## config.mk

```make
export PLATFORM = sky130hd
export DESIGN_NAME = regfile_param_2r1w_flat
export DESIGN_NICKNAME = d
export VERILOG_FILES = /design/src/rtl/regfile_pkg.sv /design/src/rtl/regfile_param_2r1w_if.sv /design/src/rtl/regfile_clear_ctrl.sv /design/src/rtl/regfile_param_2r1w.sv /design/src/flat_wrapper.sv
export SDC_FILE = /design/constraint.sdc
export NUM_CORES = 2
export LEC_CHECK = 0
export ABC_CLOCK_PERIOD_IN_PS = 6600
export CAP_MARGIN = 40
export CORE_MARGIN = 2
export CORE_UTILIZATION = 45
export DETAILED_ROUTE_END_ITERATION = 8
export MAX_ROUTING_LAYER = met4
export SLEW_MARGIN = 25
export SYNTH_ARGS = -nofsm -noshare
export SYNTH_HDL_FRONTEND = slang
export SYNTH_SLANG_ARGS = --single-unit
```

## constraint.sdc

```tcl
create_clock -name clk -period 6.6 [get_ports clk]
set_input_delay 0.99 -clock clk [delete_from_list [all_inputs] [get_ports clk]]
set_output_delay 0.99 -clock clk [all_outputs]
set_load 0.1 [all_outputs]
```

## src/rtl/regfile_pkg.sv

```systemverilog
// regfile_pkg: shared FSM state type and default geometry for the 2-read/1-write register file
package regfile_pkg;
  typedef enum logic {RF_CLEAR, RF_RUN} rf_state_t;
  localparam int RF_WIDTH = 32;
  localparam int RF_ADDR_W = 6;
endpackage

```

## src/rtl/regfile_param_2r1w_if.sv

```systemverilog
// regfile_param_2r1w_if: register file bus (rAddr1/rDout1, rAddr2/rDout2, wAddr/wDin/wEna, ready); master drives addresses and writes, slave returns data and ready
interface regfile_param_2r1w_if import regfile_pkg::*; #(
  parameter int WIDTH = RF_WIDTH,
  parameter int ADDR_W = RF_ADDR_W
);
  logic [ADDR_W-1:0] rAddr1, rAddr2, wAddr;
  logic [WIDTH-1:0] rDout1, rDout2, wDin;
  logic wEna, ready;
  modport master (output rAddr1, rAddr2, wAddr, wDin, wEna, input rDout1, rDout2, ready);
  modport slave (input rAddr1, rAddr2, wAddr, wDin, wEna, output rDout1, rDout2, ready);
endinterface

```

## src/rtl/regfile_clear_ctrl.sv

```systemverilog
// regfile_clear_ctrl: CLEAR/RUN FSM sweeping every entry with INIT_VAL after reset; ports clk, rst, clr_we_o/clr_addr_o/clr_data_o (clear write), ready_o
module regfile_clear_ctrl import regfile_pkg::*; #(
  parameter int WIDTH = RF_WIDTH,
  parameter int ADDR_W = RF_ADDR_W,
  parameter logic [WIDTH-1:0] INIT_VAL = '0
) (
  input  logic clk,
  input  logic rst,
  output logic clr_we_o,
  output logic [ADDR_W-1:0] clr_addr_o,
  output logic [WIDTH-1:0] clr_data_o,
  output logic ready_o
);
  rf_state_t state_q, state_d;
  logic [ADDR_W-1:0] clr_ptr_q, clr_ptr_d;
  logic ready_q, ready_d;
  always_ff @(posedge clk) begin
    if (rst) begin
      state_q <= RF_CLEAR;
      clr_ptr_q <= '0;
      ready_q <= 1'b0;
    end else begin
      state_q <= state_d;
      clr_ptr_q <= clr_ptr_d;
      ready_q <= ready_d;
    end
  end
  always_comb begin
    state_d = (state_q == RF_CLEAR && &clr_ptr_q) ? RF_RUN : state_q;
    clr_ptr_d = (state_q == RF_CLEAR) ? clr_ptr_q + 1'b1 : clr_ptr_q;
    ready_d = (state_d == RF_RUN);
  end
  assign clr_we_o = (state_q == RF_CLEAR) && !rst;
  assign clr_addr_o = clr_ptr_q;
  assign clr_data_o = INIT_VAL;
  assign ready_o = ready_q;
endmodule

```

## src/rtl/regfile_param_2r1w.sv

```systemverilog
// regfile_param_2r1w: 2**ADDR_W x WIDTH register file, two combinational read ports with write-first bypass, one write port, counter-driven clear; ports clk, rst, bus (slave); REGFILE_ZERO_REG_EN hardwires entry 0 to zero
module regfile_param_2r1w import regfile_pkg::*; #(
  parameter int WIDTH = RF_WIDTH,
  parameter int ADDR_W = RF_ADDR_W,
  parameter logic [WIDTH-1:0] INIT_VAL = '0
) (
  input logic clk,
  input logic rst,
  regfile_param_2r1w_if.slave bus
);
`ifdef REGFILE_ZERO_REG_EN
  localparam bit ZERO_REG = 1'b1;
`else
  localparam bit ZERO_REG = 1'b0;
`endif
  logic [WIDTH-1:0] mem_q [2**ADDR_W];
  logic clr_we, we, ready;
  logic [ADDR_W-1:0] clr_addr, w_addr;
  logic [WIDTH-1:0] clr_data, w_data;
  regfile_clear_ctrl #(.WIDTH(WIDTH), .ADDR_W(ADDR_W), .INIT_VAL(INIT_VAL)) u_clr (
    .clk(clk),
    .rst(rst),
    .clr_we_o(clr_we),
    .clr_addr_o(clr_addr),
    .clr_data_o(clr_data),
    .ready_o(ready)
  );
  always_comb begin
    we = clr_we || (ready && bus.wEna && !rst && !(ZERO_REG && bus.wAddr == '0));
    w_addr = clr_we ? clr_addr : bus.wAddr;
    w_data = clr_we ? clr_data : bus.wDin;
  end
  always_ff @(posedge clk) begin
    if (we) mem_q[w_addr] <= w_data;
  end
  always_comb begin
    bus.rDout1 = !ready ? INIT_VAL : (ZERO_REG && bus.rAddr1 == '0) ? '0 :
                 (bus.wEna && bus.rAddr1 == bus.wAddr) ? bus.wDin : mem_q[bus.rAddr1];
    bus.rDout2 = !ready ? INIT_VAL : (ZERO_REG && bus.rAddr2 == '0) ? '0 :
                 (bus.wEna && bus.rAddr2 == bus.wAddr) ? bus.wDin : mem_q[bus.rAddr2];
  end
  assign bus.ready = ready;
endmodule

```

## src/flat_wrapper.sv

```systemverilog
// flat-port wrapper written by rule: the top's interface ports become plain ports
module regfile_param_2r1w_flat import regfile_pkg::*;
#(
  parameter int WIDTH = RF_WIDTH,
  parameter int ADDR_W = RF_ADDR_W,
  parameter logic [WIDTH-1:0] INIT_VAL = '0
)
  (clk, rst, bus_rAddr1, bus_rAddr2, bus_wAddr, bus_wDin, bus_wEna, bus_rDout1, bus_rDout2, bus_ready);
  regfile_param_2r1w_if #(.WIDTH(WIDTH), .ADDR_W(ADDR_W)) bus_i ();
  input logic clk;
  input logic rst;
  input wire logic [$bits(bus_i.rAddr1)-1:0] bus_rAddr1;
  input wire logic [$bits(bus_i.rAddr2)-1:0] bus_rAddr2;
  input wire logic [$bits(bus_i.wAddr)-1:0] bus_wAddr;
  input wire logic [$bits(bus_i.wDin)-1:0] bus_wDin;
  input wire logic [$bits(bus_i.wEna)-1:0] bus_wEna;
  output wire logic [$bits(bus_i.rDout1)-1:0] bus_rDout1;
  output wire logic [$bits(bus_i.rDout2)-1:0] bus_rDout2;
  output wire logic [$bits(bus_i.ready)-1:0] bus_ready;
  assign bus_i.rAddr1 = bus_rAddr1;
  assign bus_i.rAddr2 = bus_rAddr2;
  assign bus_i.wAddr = bus_wAddr;
  assign bus_i.wDin = bus_wDin;
  assign bus_i.wEna = bus_wEna;
  assign bus_rDout1 = bus_i.rDout1;
  assign bus_rDout2 = bus_i.rDout2;
  assign bus_ready = bus_i.ready;
  regfile_param_2r1w #(.WIDTH(WIDTH), .ADDR_W(ADDR_W), .INIT_VAL(INIT_VAL)) u_core (.clk(clk), .rst(rst), .bus(bus_i));
endmodule
```

Word-level counts from Yosys, hierarchy flattened
Memory sizes are Yosys's and may differ from the RTL's.
Index checks and enable logic that the tools add are counted.
{"block": "word_totals", "ff_bits": 7, "elab_cells": 24, "ramBits": 2048, "out_inout_bits": 65, "memories": 1}
{"block": "classes", "mux": 8, "bitwise_logic": 1, "eq_ne": 2, "n_reduce_logical": 9, "addsub": 1}
{"memory": "u_core.mem_q", "depth": 64, "width": 32, "read_ports": 2, "rd_clocked_by_memory_dff": 0, "wr": 1, "line_no": "regfile_param_2r1w.sv:16", "rtl": "logic [WIDTH-1:0] mem_q [2**ADDR_W];"}
{"op": "32-bit two-way mux", "count": 5}
{"op": "6-bit == test", "count": 2}
{"op": "6-bit by 1-bit adder with 6-bit output, second input constant", "count": 1}
{"op": "1-bit logical AND", "count": 6}
{"op": "6-bit two-way mux", "count": 1}
{"op": "6-bit AND reduction", "count": 1}
{"op": "1-bit two-way mux", "count": 2}
{"op": "1-bit logical NOT", "count": 1}
{"op": "1-bit logical OR", "count": 1}
{"op": "1-bit NOT", "count": 1}

Longest topological paths before layout
{"block": "logic_depth", "ltp_word": 5, "depth_mapped": 10}

Hierarchy
From an unflattened synthesis, not the netlist that was laid out.
{"block": "unflattened", "hier_cells": 4641, "hier_area_um2": 95257.6}
{"module": "regfile_param_2r1w", "area_per_inst_um2": 94703.3, "n_inst": 1, "cells_per_inst": 4577, "seq_area_each_um2": 61499.0}
{"module": "regfile_clear_ctrl", "area_per_inst_um2": 554.3, "n_inst": 1, "cells_per_inst": 64, "seq_area_each_um2": 140.1}

Worst setup path before layout
No wires, ideal clock.
{"block": "synth_path", "path_type": "input to output", "from": "input bus_rAddr2[0]", "to": "output bus_rDout2[10]", "n_path_buf": 2, "path_stages": 6, "required_ns": 5.610, "arrival_ns": 3.731, "setup_slack_ns": 1.879, "path_cell_list": "clkbuf_1 -> buf_1 -> mux4_2 -> mux4_2 -> a22oi_1 -> nand3_1"}
{"block": "synth_between", "elab_chain_cells": 4}
{"item": "from (decl)", "line_no": "flat_wrapper.sv:13", "rtl": "input wire logic [$bits(bus_i.rAddr2)-1:0] bus_rAddr2;"}
{"item": "parallel branches: the longest is 2 deep, another holds memory 64 x 32 bit"}
{"item": "32-bit two-way mux *", "line_no": "regfile_param_2r1w.sv:40", "rtl": "(bus.wEna && bus.rAddr2 == bus.wAddr) ? bus.wDin : mem_q[bus.rAddr2];"}
{"item": "32-bit two-way mux *", "line_no": "regfile_param_2r1w.sv:39", "rtl": "bus.rDout2 = !ready ? INIT_VAL : (ZERO_REG && bus.rAddr2 == '0) ? '0 :"}
{"item": "to (decl)", "line_no": "flat_wrapper.sv:18", "rtl": "output wire logic [$bits(bus_i.rDout2)-1:0] bus_rDout2;"}
Mark *: on every way between the ends.

Worst setup path after layout
{"block": "layout_path", "from": "input bus_rAddr1[5]", "to": "output bus_rDout1[13]"}
{"block": "layout_between", "elab_chain_cells": 4}
{"item": "from (decl)", "line_no": "flat_wrapper.sv:12", "rtl": "input wire logic [$bits(bus_i.rAddr1)-1:0] bus_rAddr1;"}
{"item": "parallel branches: the longest is 2 deep, another holds memory 64 x 32 bit"}
{"item": "32-bit two-way mux *", "line_no": "regfile_param_2r1w.sv:38", "rtl": "(bus.wEna && bus.rAddr1 == bus.wAddr) ? bus.wDin : mem_q[bus.rAddr1];"}
{"item": "32-bit two-way mux *", "line_no": "regfile_param_2r1w.sv:37", "rtl": "bus.rDout1 = !ready ? INIT_VAL : (ZERO_REG && bus.rAddr1 == '0) ? '0 :"}
{"item": "to (decl)", "line_no": "flat_wrapper.sv:17", "rtl": "output wire logic [$bits(bus_i.rDout1)-1:0] bus_rDout1;"}
Marks and branches as above.

==> impl_metrics.json <==
{
  "status": "completed",
  "die_x_um": 464,
  "dieArea_sq_mm": 0.215,
  "critPathMaxFanout": 20,
  "syn_area_per_cell_sq_um": 19.4,
  "yosysWarnings": 0,
  "viasPerCell": 6.74,
  "synth_edf_count": 2048,
  "synth-simple-area-share_pct": 2.58,
  "rr_worst_depth": 6,
  "synth.distinct_cells": 45,
  "holdCritStartpoint": "u_core.u_clr.clr_addr_o[0]",
  "port_buffers": 117,
  "final_cell_mix": "edfxtp_1, mux4_2, mux2i_1",
  "r2r-end": "u_core.mem_q[18][13]",
  "maxSlewViolCount": 0,
  "crit_path_start_kind": "input pin",
  "min_to": "u_core.u_clr.clr_addr_o[0]",
  "cts_buffer_depth": 3,
  "cts_hold_buffers": 0,
  "synth-seq-area-share_pct": 64.7,
  "drt-pass1-iter-count": 7,
  "synthCells": 4912,
  "io_pins": 118,
  "antenna_found_initial": 7,
  "reg2reg_from": "u_core.u_clr.ready_o",
  "holdPathStages": 2,
  "syn_area_sq_mm": 0.0953,
  "wl_per_cell_um": 36.2,
  "dp_cells": 7701,
  "route.detailed.drc": 0,
  "synth_ff_type": "edfxtp_1",
  "die_y_um": 464,
  "grt_max_degree": 102,
  "clk_pin_slew_ns": 0.06,
  "cts_num_sinks": 2055,
  "rsz0062_at_grt": "false",
  "cts-root-buf": "clkbuf_16",
  "synth_fa_ha_area_share_pct": 0.0131,
  "yosys_register_bits": 2055,
  "drt-total-wl_mm": 293,
  "powerDensity_mw_per_mm2": 257,
  "required_ns": 5.61,
  "layout-drive-gt1-share_pct": 30.9,
  "synth_top_family_by_area": "multiplexers",
  "cts_tree": "yes",
  "leakage_nw": 35.1,
  "cts_made_buffers": 208,
  "cts_max_level": 4,
  "post_cts_resized": 0,
  "globalplace.congestion": 0.848,
  "ir_drop_mv": 0.272,
  "period_minus_slack_ns": 5.26,
  "synth-compound-area-share_pct": 4.25,
  "grt-ovfl-total": 0,
  "maxCapViolCount": 0,
  "synthMuxAreaShare_pct": 26.6,
  "fin_setup_tns_ns": 0,
  "relSlewSlack_pct": 39.7,
  "grt_pass1_vias": 54332,
  "reg2reg_slack_ns": 2.47,
  "grt_pass1_wl_mm": 414,
  "clock_latency_ns": 0.84,
  "setup_viol": 0,
  "worst_slew_pin_slew_ns": 0.902,
  "row_count": 168,
  "syn_to_final_growth_pct": 13.5,
  "ant_nets": 0,
  "min_path_type": "flop to flop",
  "routed-via-count": 54505,
  "final_hold_viol_count": 0,
  "grt_usage_pct": 27.8,
  "fin_ws_ns": 1.34,
  "post_cts_buffers": 0,
  "drtIter0Drc": 7253,
  "end_kind": "output port",
  "fmax_ghz": 0.190,
  "finClkSkew_ns": 0.0249,
  "start_util_pct": 45.4,
  "period_share_pct": 79.7,
  "post-place-ws_ns": 1.40,
  "cp.arrival_ns": 4.27,
  "core_sq_mm": 0.210,
  "nNetsFinal": 5166,
  "dp_hpwl_mm": 177,
  "async_flop_share_pct": 0,
  "synth-xor-area-share_pct": 0.147,
  "syn_nets": 4966,
  "worstSetupPathType": "input pin to output port",
  "layout_commonest_cell": "edfxtp_1",
  "stdcell_count": 8092
}
-- routing by layer --
metal	track usage, %	vias up	share of wire [%]
li1	-	21621	-
met1	38.4	29556	40
met2	42.9	2881	48
met3	5.02	447	9.1
met4	7.20	0	2.5
met5	-	-	0
-- logic make-up (layout without fill, tap and decap cells) --
family          after synthesis  count (layout)
compound gates              531             531
xor+xnor                     16              16
fa+ha+maj                     1               1
buf+inv                     396             769
flops                      2055            2055
mux                        1412            1412
other cells                   0               2
simple gates                501             501
-- where the power goes --
part	leakage (nW)	total, mW	internal [mW]	switching (mW)
Clock	3.10	11.2	6.24	5.01
Combinational	13.2	2.14	0.879	1.27
Sequential	18.8	14.4	14.4	0.0240
-- sequential cells by signal (all words and copies together) (netlist names) --
name and cells:
u_core.mem_q 2048, u_core.u_clr.ready_o 1, u_core.u_clr.clr_addr_o 6
-- how the worst max path moves through the flow --
stage / from / end / slack (ns)
2_1_floorplan: bus_rAddr2[0] / bus_rDout2[10] / 1.88
3_3_place_gp: bus_wAddr[4] / bus_rDout1[11] / 1.32
3_5_place_dp: bus_rAddr1[5] / bus_rDout1[13] / 1.40
4_1_cts: bus_rAddr1[5] / bus_rDout1[13] / 1.39
5_1_grt: bus_rAddr2[0] / bus_rDout2[13] / 1.29
6_report: bus_rAddr1[5] / bus_rDout1[13] / 1.34
-- cell usage after synthesis (all sizes together) (9+ instances only) --
master  count  share of area [%]
a2111o     32               0.38
edfxtp   2048                 65
a22o       32               0.29
buf       180               0.88
and3        9              0.059
clkbuf    212               0.84
nor2b     105               0.69
nor2       72               0.29
a31oi      33               0.22
nand3     171               0.90
nand2     117               0.46
mux2i     515                5.4
a21oi      68               0.36
a41o       32               0.34
a221oi     32               0.29
a22oi     288                2.3
xnor2      13               0.12
mux4      896                 21
-- critical path, stage by stage --
cell,delay [ns]
clkdlybuf4s50_1,0.66
inv_1,0.30
and3_2,0.70
buf_4,0.27
a221oi_1,0.09
a31oi_1,0.68
a2111o_1,0.22
buf_4,0.31
-- through the flow --
step                power, mW  cell area (sq um)  utilization [%]  hold WS [ns]
floorplan                16.1              95300                -         0.478
global placement         16.8             101000             48.3         0.500
detailed placement       16.9             102000             48.5         0.509
CTS                      28.0             108000             51.5         0.522
global route             28.6             108000             51.5         0.558
finish                   27.8             108000             51.5         0.530
-- area by class of cell --
class,count,area (sq um)
Clock inverter,122,802
Clock buffer,261,5530
Fill cell,16537,102000
Timing Repair Buffer,382,3820
Tap cell,2805,3510
Sequential cell,2055,61600
Inverter,4,15.0
Antenna cell,2,5.00
Multi-Input combinational cell,2461,32900
(Power assumes the default switching activity.)
